`src/rtl/bram_arbiter_pkg.sv`:
```
// -----------------------------------------------------------------------------
// bram_arbiter_pkg
//   Shared types and constants for the bram front end.
//   - bram_depth : number of 32-bit words in the bram behind the arbiter
//   - bram_cycle : extra wait cycles the bram inserts before bram_ready
//   - arb_state_t: arbiter FSM state (idle, serving instruction, serving data)
//   - bram_req_t : one captured request (byte address, store data, strobes)
// -----------------------------------------------------------------------------
package bram_arbiter_pkg;

    localparam int unsigned bram_depth = 1024;
    localparam int unsigned bram_cycle = 0;

    typedef enum logic [1:0] {
        IDLE,
        BUSY_I,
        BUSY_D
    } arb_state_t;

    // wstrb == 4'b0000 marks a load; instruction requests always carry zeros.
    typedef struct packed {
        logic [31:0] addr;
        logic [31:0] wdata;
        logic [3:0]  wstrb;
    } bram_req_t;

endpackage

```
`src/rtl/bram_arb_slot.sv`:
```
// -----------------------------------------------------------------------------
// bram_arb_slot
//   One-entry request capture register with a full flag. A request stays in
//   the slot from its valid strobe until the arbiter has completed it.
//   Ports:
//     clock  in   single clock
//     reset  in   synchronous, active-low; empties the slot
//     load   in   requester strobe; captures req when the slot is free
//                 (or is being freed on this same edge)
//     clear  in   arbiter completed the held request on this edge
//     req    in   incoming request payload
//     full   out  slot holds a pending or in-service request
//     held   out  captured payload, meaningful only while full=1
// -----------------------------------------------------------------------------
module bram_arb_slot
    import bram_arbiter_pkg::*;
(
    input  logic      clock,
    input  logic      reset,
    input  logic      load,
    input  logic      clear,
    input  bram_req_t req,
    output logic      full,
    output bram_req_t held
);

    // A strobe into an occupied slot is a requester protocol error; it is
    // dropped so the request already in service keeps a stable payload.
    logic accept;
    assign accept = load && (clear || !full);

    // NOTE: sequential state is assigned with non-blocking (<=) so every
    // register samples the pre-edge values, independent of block ordering.
    always_ff @(posedge clock) begin
        if (!reset) begin
            full <= 1'b0;
        end else if (clear) begin
            full <= load;
        end else if (load) begin
            full <= 1'b1;
        end
    end

    // NOTE: the payload register is deliberately left out of reset; the full
    // flag alone qualifies it, which keeps the reset net off 68 data flops.
    always_ff @(posedge clock) begin
        if (accept) begin
            held <= req;
        end
    end

endmodule

```
`src/rtl/bram_arbiter.sv`:
```
// -----------------------------------------------------------------------------
// bram_arbiter
//   Merges the instruction-fetch and data ports of the core onto the single
//   request channel of the bram. Each port owns a one-entry capture slot; the
//   FSM grants one request at a time, data first, with an anti-starvation
//   limit so a waiting fetch gets through after starve_limit data grants.
//   On bram_ready the granted port sees ready/rdata combinationally and the
//   next grant is decided on the same edge, so back-to-back requests have no
//   idle cycle on the bram side.
//   Parameters:
//     starve_limit  data grants allowed while a fetch waits (1..15)
//   Ports:
//     clock, reset                 single clock, synchronous active-low reset
//     imem_valid/addr              fetch request strobe and byte address
//     imem_rdata/ready             fetch completion (one-cycle pulse)
//     dmem_valid/addr/wdata/wstrb  data request; wstrb == 0 means load
//     dmem_rdata/ready             data completion (one-cycle pulse)
//     bram_valid/instr/addr/wdata/wstrb  registered request to the bram,
//                                  held stable until bram_ready
//     bram_rdata/ready             bram response
// -----------------------------------------------------------------------------
module bram_arbiter
    import bram_arbiter_pkg::*;
#(
    parameter int unsigned starve_limit = 4
) (
    input  logic        clock,
    input  logic        reset,

    input  logic        imem_valid,
    input  logic [31:0] imem_addr,
    output logic [31:0] imem_rdata,
    output logic        imem_ready,

    input  logic        dmem_valid,
    input  logic [31:0] dmem_addr,
    input  logic [31:0] dmem_wdata,
    input  logic [3:0]  dmem_wstrb,
    output logic [31:0] dmem_rdata,
    output logic        dmem_ready,

    output logic        bram_valid,
    output logic        bram_instr,
    output logic [31:0] bram_addr,
    output logic [31:0] bram_wdata,
    output logic [3:0]  bram_wstrb,
    input  logic [31:0] bram_rdata,
    input  logic        bram_ready
);

    localparam logic [3:0] limit = 4'(starve_limit);

    arb_state_t state;
    logic [3:0] starve_cnt;

    bram_req_t  i_in, d_in;
    bram_req_t  i_held, d_held;
    bram_req_t  i_req, d_req, sel_req;
    logic       i_full, d_full;
    logic       free_i, free_d;
    logic       i_keep, d_keep;
    logic       i_cand, d_cand;
    logic       decide, pick_i, pick_d;

    assign i_in = '{addr: imem_addr, wdata: 32'h0, wstrb: 4'h0};
    assign d_in = '{addr: dmem_addr, wdata: dmem_wdata, wstrb: dmem_wstrb};

    // The granted slot is freed on the completing edge.
    assign free_i = (state == BUSY_I) && bram_ready;
    assign free_d = (state == BUSY_D) && bram_ready;

    bram_arb_slot u_slot_i (
        .clock (clock),
        .reset (reset),
        .load  (imem_valid),
        .clear (free_i),
        .req   (i_in),
        .full  (i_full),
        .held  (i_held)
    );

    bram_arb_slot u_slot_d (
        .clock (clock),
        .reset (reset),
        .load  (dmem_valid),
        .clear (free_d),
        .req   (d_in),
        .full  (d_full),
        .held  (d_held)
    );

    // A slot that is completing this edge no longer competes; a strobe
    // arriving on the same edge competes directly from the port inputs so
    // it can be granted without first passing through the slot.
    assign i_keep = i_full && !free_i;
    assign d_keep = d_full && !free_d;
    assign i_cand = i_keep || imem_valid;
    assign d_cand = d_keep || dmem_valid;
    assign i_req  = i_keep ? i_held : i_in;
    assign d_req  = d_keep ? d_held : d_in;

    assign decide  = (state == IDLE) || free_i || free_d;
    assign pick_i  = i_cand && (!d_cand || (starve_cnt >= limit));
    assign pick_d  = d_cand && !pick_i;
    assign sel_req = pick_d ? d_req : i_req;

    always_ff @(posedge clock) begin
        if (!reset) begin
            state      <= IDLE;
            starve_cnt <= 4'd0;
            bram_valid <= 1'b0;
            bram_instr <= 1'b0;
            bram_addr  <= 32'h0;
            bram_wdata <= 32'h0;
            bram_wstrb <= 4'h0;
        end else if (decide) begin
            if (pick_d || pick_i) begin
                state      <= pick_d ? BUSY_D : BUSY_I;
                bram_valid <= 1'b1;
                bram_instr <= pick_i;
                bram_addr  <= sel_req.addr;
                bram_wdata <= sel_req.wdata;
                bram_wstrb <= sel_req.wstrb;
                if (pick_i) begin
                    starve_cnt <= 4'd0;
                end else if (i_cand) begin
                    // Bounded by limit: at limit the fetch wins instead.
                    starve_cnt <= starve_cnt + 4'd1;
                end
            end else begin
                state      <= IDLE;
                bram_valid <= 1'b0;
                bram_instr <= 1'b0;
            end
        end
    end

    // Only the port being served sees the response; bram_ready while IDLE
    // matches neither free_* term and is ignored.
    // NOTE: every output of this always_comb gets a default first, so no
    // path through it leaves a value unassigned and no latch is inferred.
    always_comb begin
        imem_ready = 1'b0;
        imem_rdata = 32'h0;
        dmem_ready = 1'b0;
        dmem_rdata = 32'h0;
        if (free_i) begin
            imem_ready = 1'b1;
            imem_rdata = bram_rdata;
        end
        if (free_d) begin
            dmem_ready = 1'b1;
            dmem_rdata = bram_rdata;
        end
    end

endmodule

```
`config.mk`:
```
export PLATFORM = sky130hd
export DESIGN_NAME = bram_arbiter
export DESIGN_NICKNAME = d
export VERILOG_FILES = /design/src/rtl/bram_arbiter_pkg.sv /design/src/rtl/bram_arb_slot.sv /design/src/rtl/bram_arbiter.sv
export SDC_FILE = /design/constraint.sdc
export NUM_CORES = 1
export LEC_CHECK = 0
export ABC_CLOCK_PERIOD_IN_PS = 3060
export CORE_MARGIN = 5
export CORE_UTILIZATION = 42
export CTS_CLUSTER_SIZE = 12
export DETAILED_ROUTE_END_ITERATION = 7
export PLACE_DENSITY = 0.86
export SLEW_MARGIN = 20
export SYNTH_ARGS = -nofsm -noshare
export SYNTH_HDL_FRONTEND = slang
export SYNTH_SLANG_ARGS = --single-unit
```
`constraint.sdc`:
```
create_clock -name clock -period 3.06 [get_ports clock]
set_clock_uncertainty 0.15 [all_clocks]
set_input_delay 0.459 -clock clock [delete_from_list [all_inputs] [get_ports clock]]
set_output_delay 0.459 -clock clock [all_outputs]
set_load 0.05 [all_outputs]
```
# Word level (Yosys, flattened, before mapping)
# Index checks and enable logic that the tools add are counted.
dict set report totals {
  wordCells 62
  input_bits 137
  reg_bits 178
  output_inout_bits 136
}
dict set report op_classes {
  add_sub_neg 1
  n_reduce_logical 28
  magnitude_cmp 1
  mux 17
  eq_ne 2
}
# cell n
set ops {}
lappend ops {{$mux 68} 3}
lappend ops {{$mux 32} 2}
lappend ops {{$logic_and 1x1->1} 8}
lappend ops {{$logic_or 1x1->1} 8}
lappend ops {{$mux 1} 8}
lappend ops {{$mux 4} 2}
lappend ops {{$logic_not 1->1} 6}
lappend ops {{$reduce_bool 2->1} 3}
lappend ops {{$add 4x1->4 const B} 1}
lappend ops {{$ge 4x3->1 const B} 1}
lappend ops {{$mux 2} 2}
lappend ops {{$reduce_and 3->1} 1}
lappend ops {{$eq 2x1->1 const B} 1}
lappend ops {{$eq 2x2->1 const B} 1}
lappend ops {{$logic_not 2->1} 1}
lappend ops {{$reduce_and 2->1} 1}

# Logic depth before layout (Yosys ltp)
# Gate-level depths: netlist of run 1.
dict set report logic_depth {
  ltp_word 12
  depth_mapped 8
  mapped_depth_nobuf 5
}

# Hierarchy
# A second synthesis of run 1 with hierarchy kept.
dict set report unflattened {
  hier_cells 813
  area_unflattened_um2 9595.5
}
# mod area_each_um2 instances cells_each seq_area_each_um2
set modules_own_cells {}
lappend modules_own_cells {bram_arbiter 5416.4 1 669 1521.5}
lappend modules_own_cells {bram_arb_slot 2089.5 2 72 2062.0}

# Worst setup path before layout of run 1
# OpenSTA, ideal clock, no wires.
dict set report synth_path {
  kind {reg-to-reg}
  from {reg state[0]}
  to {reg u_slot_d.held[0] (netlist name), enable pin}
  setup_slack_ps -285
  period_less_slack_ps 3345
  stages_incl_launch_ff 7
  t_required_ps 2476
  setup_ps 434
  t_arrival_ps 2762
  path_buffers 3
  path_cell_list {dfxtp_1 > buf_4 > nand3b_4 > nand2_1 > buf_2 > buf_2 > and2_1}
}
dict set report synth_between {
  elab_chain_cells 4
}
# element line
set synth_rtl {}
lappend synth_rtl {{start: declaration} bram_arbiter.sv:53} ;# arb_state_t state;
lappend synth_rtl {{start signal: assignment} bram_arbiter.sv:118} ;# state <= pick_d ? BUSY_D : BUSY_I;
lappend synth_rtl {{$eq 2x2->1} bram_arbiter.sv:70} ;# assign free_d = (state == BUSY_D) && bram_ready;
lappend synth_rtl {{$logic_and 1x1->1} bram_arbiter.sv:70}
lappend synth_rtl {{$logic_or 1x1->1} bram_arb_slot.sv:30} ;# assign accept = load && (clear || !full);
lappend synth_rtl {{$logic_and 1x1->1} bram_arb_slot.sv:30}
lappend synth_rtl {{via u_slot_d.accept} bram_arb_slot.sv:29} ;# logic accept;
lappend synth_rtl {{end signal: assignment} bram_arb_slot.sv:48} ;# held <= req;
lappend synth_rtl {{end: declaration} bram_arb_slot.sv:24} ;# output bram_req_t held
# The timed path passes the listed nets, and every way through them passes these cells.
# A chain may end at the register's enable or synchronous reset.

# Worst setup path after layout of run 1
dict set report layout_path {
  from {in bram_ready}
  to {out dmem_rdata[7]}
}
dict set report layout_between {
  elab_chain_cells 2
}
# element line
set layout_rtl {}
lappend layout_rtl {{start: declaration} bram_arbiter.sv:48} ;# input logic bram_ready
lappend layout_rtl {{$logic_and 1x1->1} bram_arbiter.sv:70}
lappend layout_rtl {{$mux 32} bram_arbiter.sv:151} ;# if (free_d) begin
lappend layout_rtl {{end: declaration} bram_arbiter.sv:39} ;# output logic [31:0] dmem_rdata,
# Every way passes these cells.

==> results of run 1 <==
-- critical path: cells and delay by family --
family / cells / cell delay (ps)
buf+inv: 4 / 1210
simple gates: 2 / 460
-- power groups by stage --
stage / sequential (W) / combinational [W] / clock [W]
final: 0.00282 / 0.00176 / 0.00206
after detailed placement: 0.00287 / 0.00175 / 0
after global placement: 0.00286 / 0.00172 / 0
after global routing: 0.00284 / 0.00184 / 0.00221
after floorplan: 0.00320 / 0.000687 / 0
after CTS: 0.00282 / 0.00176 / 0.00209
-- routing by layer --
layer,track usage [%],up-vias
met5,0,-
met4,6.66,0
met3,4.97,42
met2,38.5,320
met1,29.3,3543
li1,-,3340
-- registers in the layout (all words and copies together) (netlist names) --
| register | count |
|---|---|
| u_slot_i.held | 32 |
| starve_cnt | 4 |
| bram_valid | 1 |
| u_slot_d.full | 1 |
| u_slot_i.full | 1 |
| bram_wdata | 32 |
| bram_addr | 32 |
| state | 2 |
| u_slot_d.held | 68 |
| bram_instr | 1 |
| bram_wstrb | 4 |
-- kinds of logic after synthesis --
| kind of cell | count (synthesis) | share of synthesized area (%) |
|---|---|---|
| AO/OA/AOI/OAI | 184 | 18.3 |
| XOR/XNOR | 1 | 0.105 |
| adder cells (fa/ha/maj) | 1 | 0.150 |
| buffers and inverters | 85 | 5.19 |
| flip-flops | 178 | 54.6 |
| multiplexers | 1 | 0.120 |
| AND/OR/NAND/NOR | 325 | 21.6 |
-- metrics by stage --
| step | power (W) | instance area (µm²) | hold slack (ps) |
|---|---|---|---|
| after floorplan | 0.00389 | 8370 | 313 |
| after global placement | 0.00459 | 12000 | 292 |
| after detailed placement | 0.00462 | 12000 | 296 |
| after CTS | 0.00667 | 12500 | 297 |
| after global routing | 0.00689 | 12500 | 315 |
| final | 0.00664 | 12600 | 305 |
-- placed cells by master, fill, tap and decap left out, types with 2 or more instances in the layout --
| master | instances |
|---|---|
| clkdlybuf4s50_1 | 204 |
| nor2_1 | 7 |
| buf_12 | 75 |
| buf_2 | 2 |
| edfxtp_1 | 100 |
| clkinv_4 | 4 |
| and3_1 | 64 |
| o21ai_0 | 2 |
| nand3b_1 | 32 |
| clkbuf_1 | 2 |
| and2_2 | 2 |
| nand3b_4 | 2 |
| o41ai_2 | 31 |
| nand2b_1 | 33 |
| a211oi_1 | 32 |
| and2_1 | 32 |
| nand2_1 | 80 |
| dfxtp_1 | 78 |
| clkinv_2 | 2 |
| inv_1 | 3 |
| o31ai_1 | 2 |
| clkinvlp_4 | 3 |
| clkbuf_16 | 17 |
| clkinv_1 | 2 |
| a21oi_1 | 75 |
| a211o_1 | 36 |
| buf_4 | 18 |
| nand3_1 | 68 |
-- final timing paths --
kind / endpoint / from / cells past startpoint
worst min register to register: bram_wdata[10] / bram_wdata[10] / 2
worst min-delay path: bram_wdata[10] / bram_wdata[10] / 2
worst max-delay path: dmem_rdata[7] / bram_ready / 6
worst max register to register: bram_addr[15] / state[0] / 6
-- layout make-up --
class                      instances  share of cell area, %
timing repair buffer             299                   29.4
clock buffer                      20                   3.56
sequential                       178                   36.4
antenna                            1                 0.0199
inverter                           4                  0.130
multi-input combinational        512                   27.0
tap                              265                   2.64
clock inverter                    12                  0.867
==> results_dict.tcl, run 1 <==
set metrics [dict create \
    status "complete, no violations" \
    synth-edff-count 100 \
    cts.root.buffer_cell "clkbuf_16" \
    io_pins 273 \
    end_kind "output port" \
    slew_headroom_pct 62.3 \
    pre_cts_slack_ps 333 \
    yosys_most_used_dff "edfxtp_1" \
    row_count 51 \
    r2r_slack_ps 930 \
    n_fill_cell 1532 \
    area_growth_pct 50.1 \
    grt_pass1_wl_um 40100 \
    layout-drive-gt1-share_pct 16.3 \
    ir_drop_mv 0.378 \
    clock-sinks 178 \
    path_class "input pin to output port" \
    die-area_um2 22800 \
    post-cts-setup-buffers 0 \
    synth_area_leaders "edfxtp_1, dfxtp_1, o41ai_2" \
    yosysMostFrequentCell "edfxtp_1" \
    synthCells 775 \
    dr.max_layer_used "met4" \
    ys_seq_elements 178 \
    grt_max_degree 69 \
    worst_setup_path_start_kind "input pin" \
    multi_input_area_um2 3390 \
    netlist_area_um2 8360 \
    p_int_w 0.00458 \
    gp_congestion 0.798 \
    wl_met3_um 2090 \
    synth_nets 913 \
    die_h_um 151 \
    setup_viol 0 \
    htree_levels 4 \
    cts_hold_buf 0 \
    wl_met2_um 13800 \
    worstMarginPinSlew_ps 563 \
    grt_pass1_vias 7217 \
    yosysTopAreaCell "edfxtp_1" \
    critPathMostFrequentCell "buf_12" \
    wl_met1_um 10600 \
    ys_async_sr_fraction_pct 0 \
    nNetsFinal 1150 \
    crit_required_ps 2450 \
    cts-resized-gates 0 \
    p_leak_nw 4.75 \
    num_vias 7245 \
    crit_chain "clkdlybuf4s50_1 > inv_1 > nor2_2 > buf_12 > and3_1 > buf_12" \
    drc_errors 0 \
    antenna_left 0 \
    fin_crit_ps 2740 \
    seq_area_um2 4560 \
    final_hold_viol_count 0 \
    slew_violations 0 \
    drv_cap 0 \
    hold_class "register to register" \
    worst_skew_pair.late_latency_ps 430 \
    fin_crit_sh_pct 89.6 \
    core_um2 19500 \
    io_buffers 272 \
    start_util_pct 42.8 \
    grt_overflow 0 \
    cts_buffers 17 \
    hpwlAfterDp_um 18600 \
    setup_ws_ps 317 \
    cp_slowest_cell "clkdlybuf4s50_1" \
    ys_types 35 \
    antenna_found_initial 0 \
    final_cells 1291 \
    fin_util_pct 64.3 \
    path_clk_slew_ps 60 \
    clockBufferDepth 2 \
    cts_tree "yes" \
    slowest_delay_ps 700 \
    syn_avg_cell_area_um2 10.8 \
    viasPerCell 5.61 \
    synth_top_cells_by_count "edfxtp_1, nand2_1, dfxtp_1" \
    fin_setup_tns_ps 0 \
    rsz0062_at_grt "false" \
    yosysSeqAreaShare_pct 54.6 \
    p_per_area_nw_per_um2 529 \
    switching_power_w 0.00205 \
    wl_um 27000 \
    pwr-share-seq_pct 42.5 \
    die_w_um 151 \
    cp_max_fo 32 \
    comb_power_share_pct 26.5 \
    numPlacedInstances 1258 \
    drt_iter0_markers 512 \
    track_usage_pct 22.7 \
    yosysWarnings 0 \
    fmax_mhz 365 \
    switching_share_pct 30.9 \
    drtPass1Iterations 5 \
    wl_per_cell_um 20.9 \
    power_frac_clock_pct 31.0 \
    synth_top_area_share_pct 35.9 \
    worstPathArrival_ps 2130 \
]
No activity file was read; power rests on OpenSTA's default activity.
==> run 2: changes to the inputs <==
- CAP_MARGIN: not set -> 5
==> results of run 2 <==
No change in the layout: final DEF, timing and power equal those of run 1.
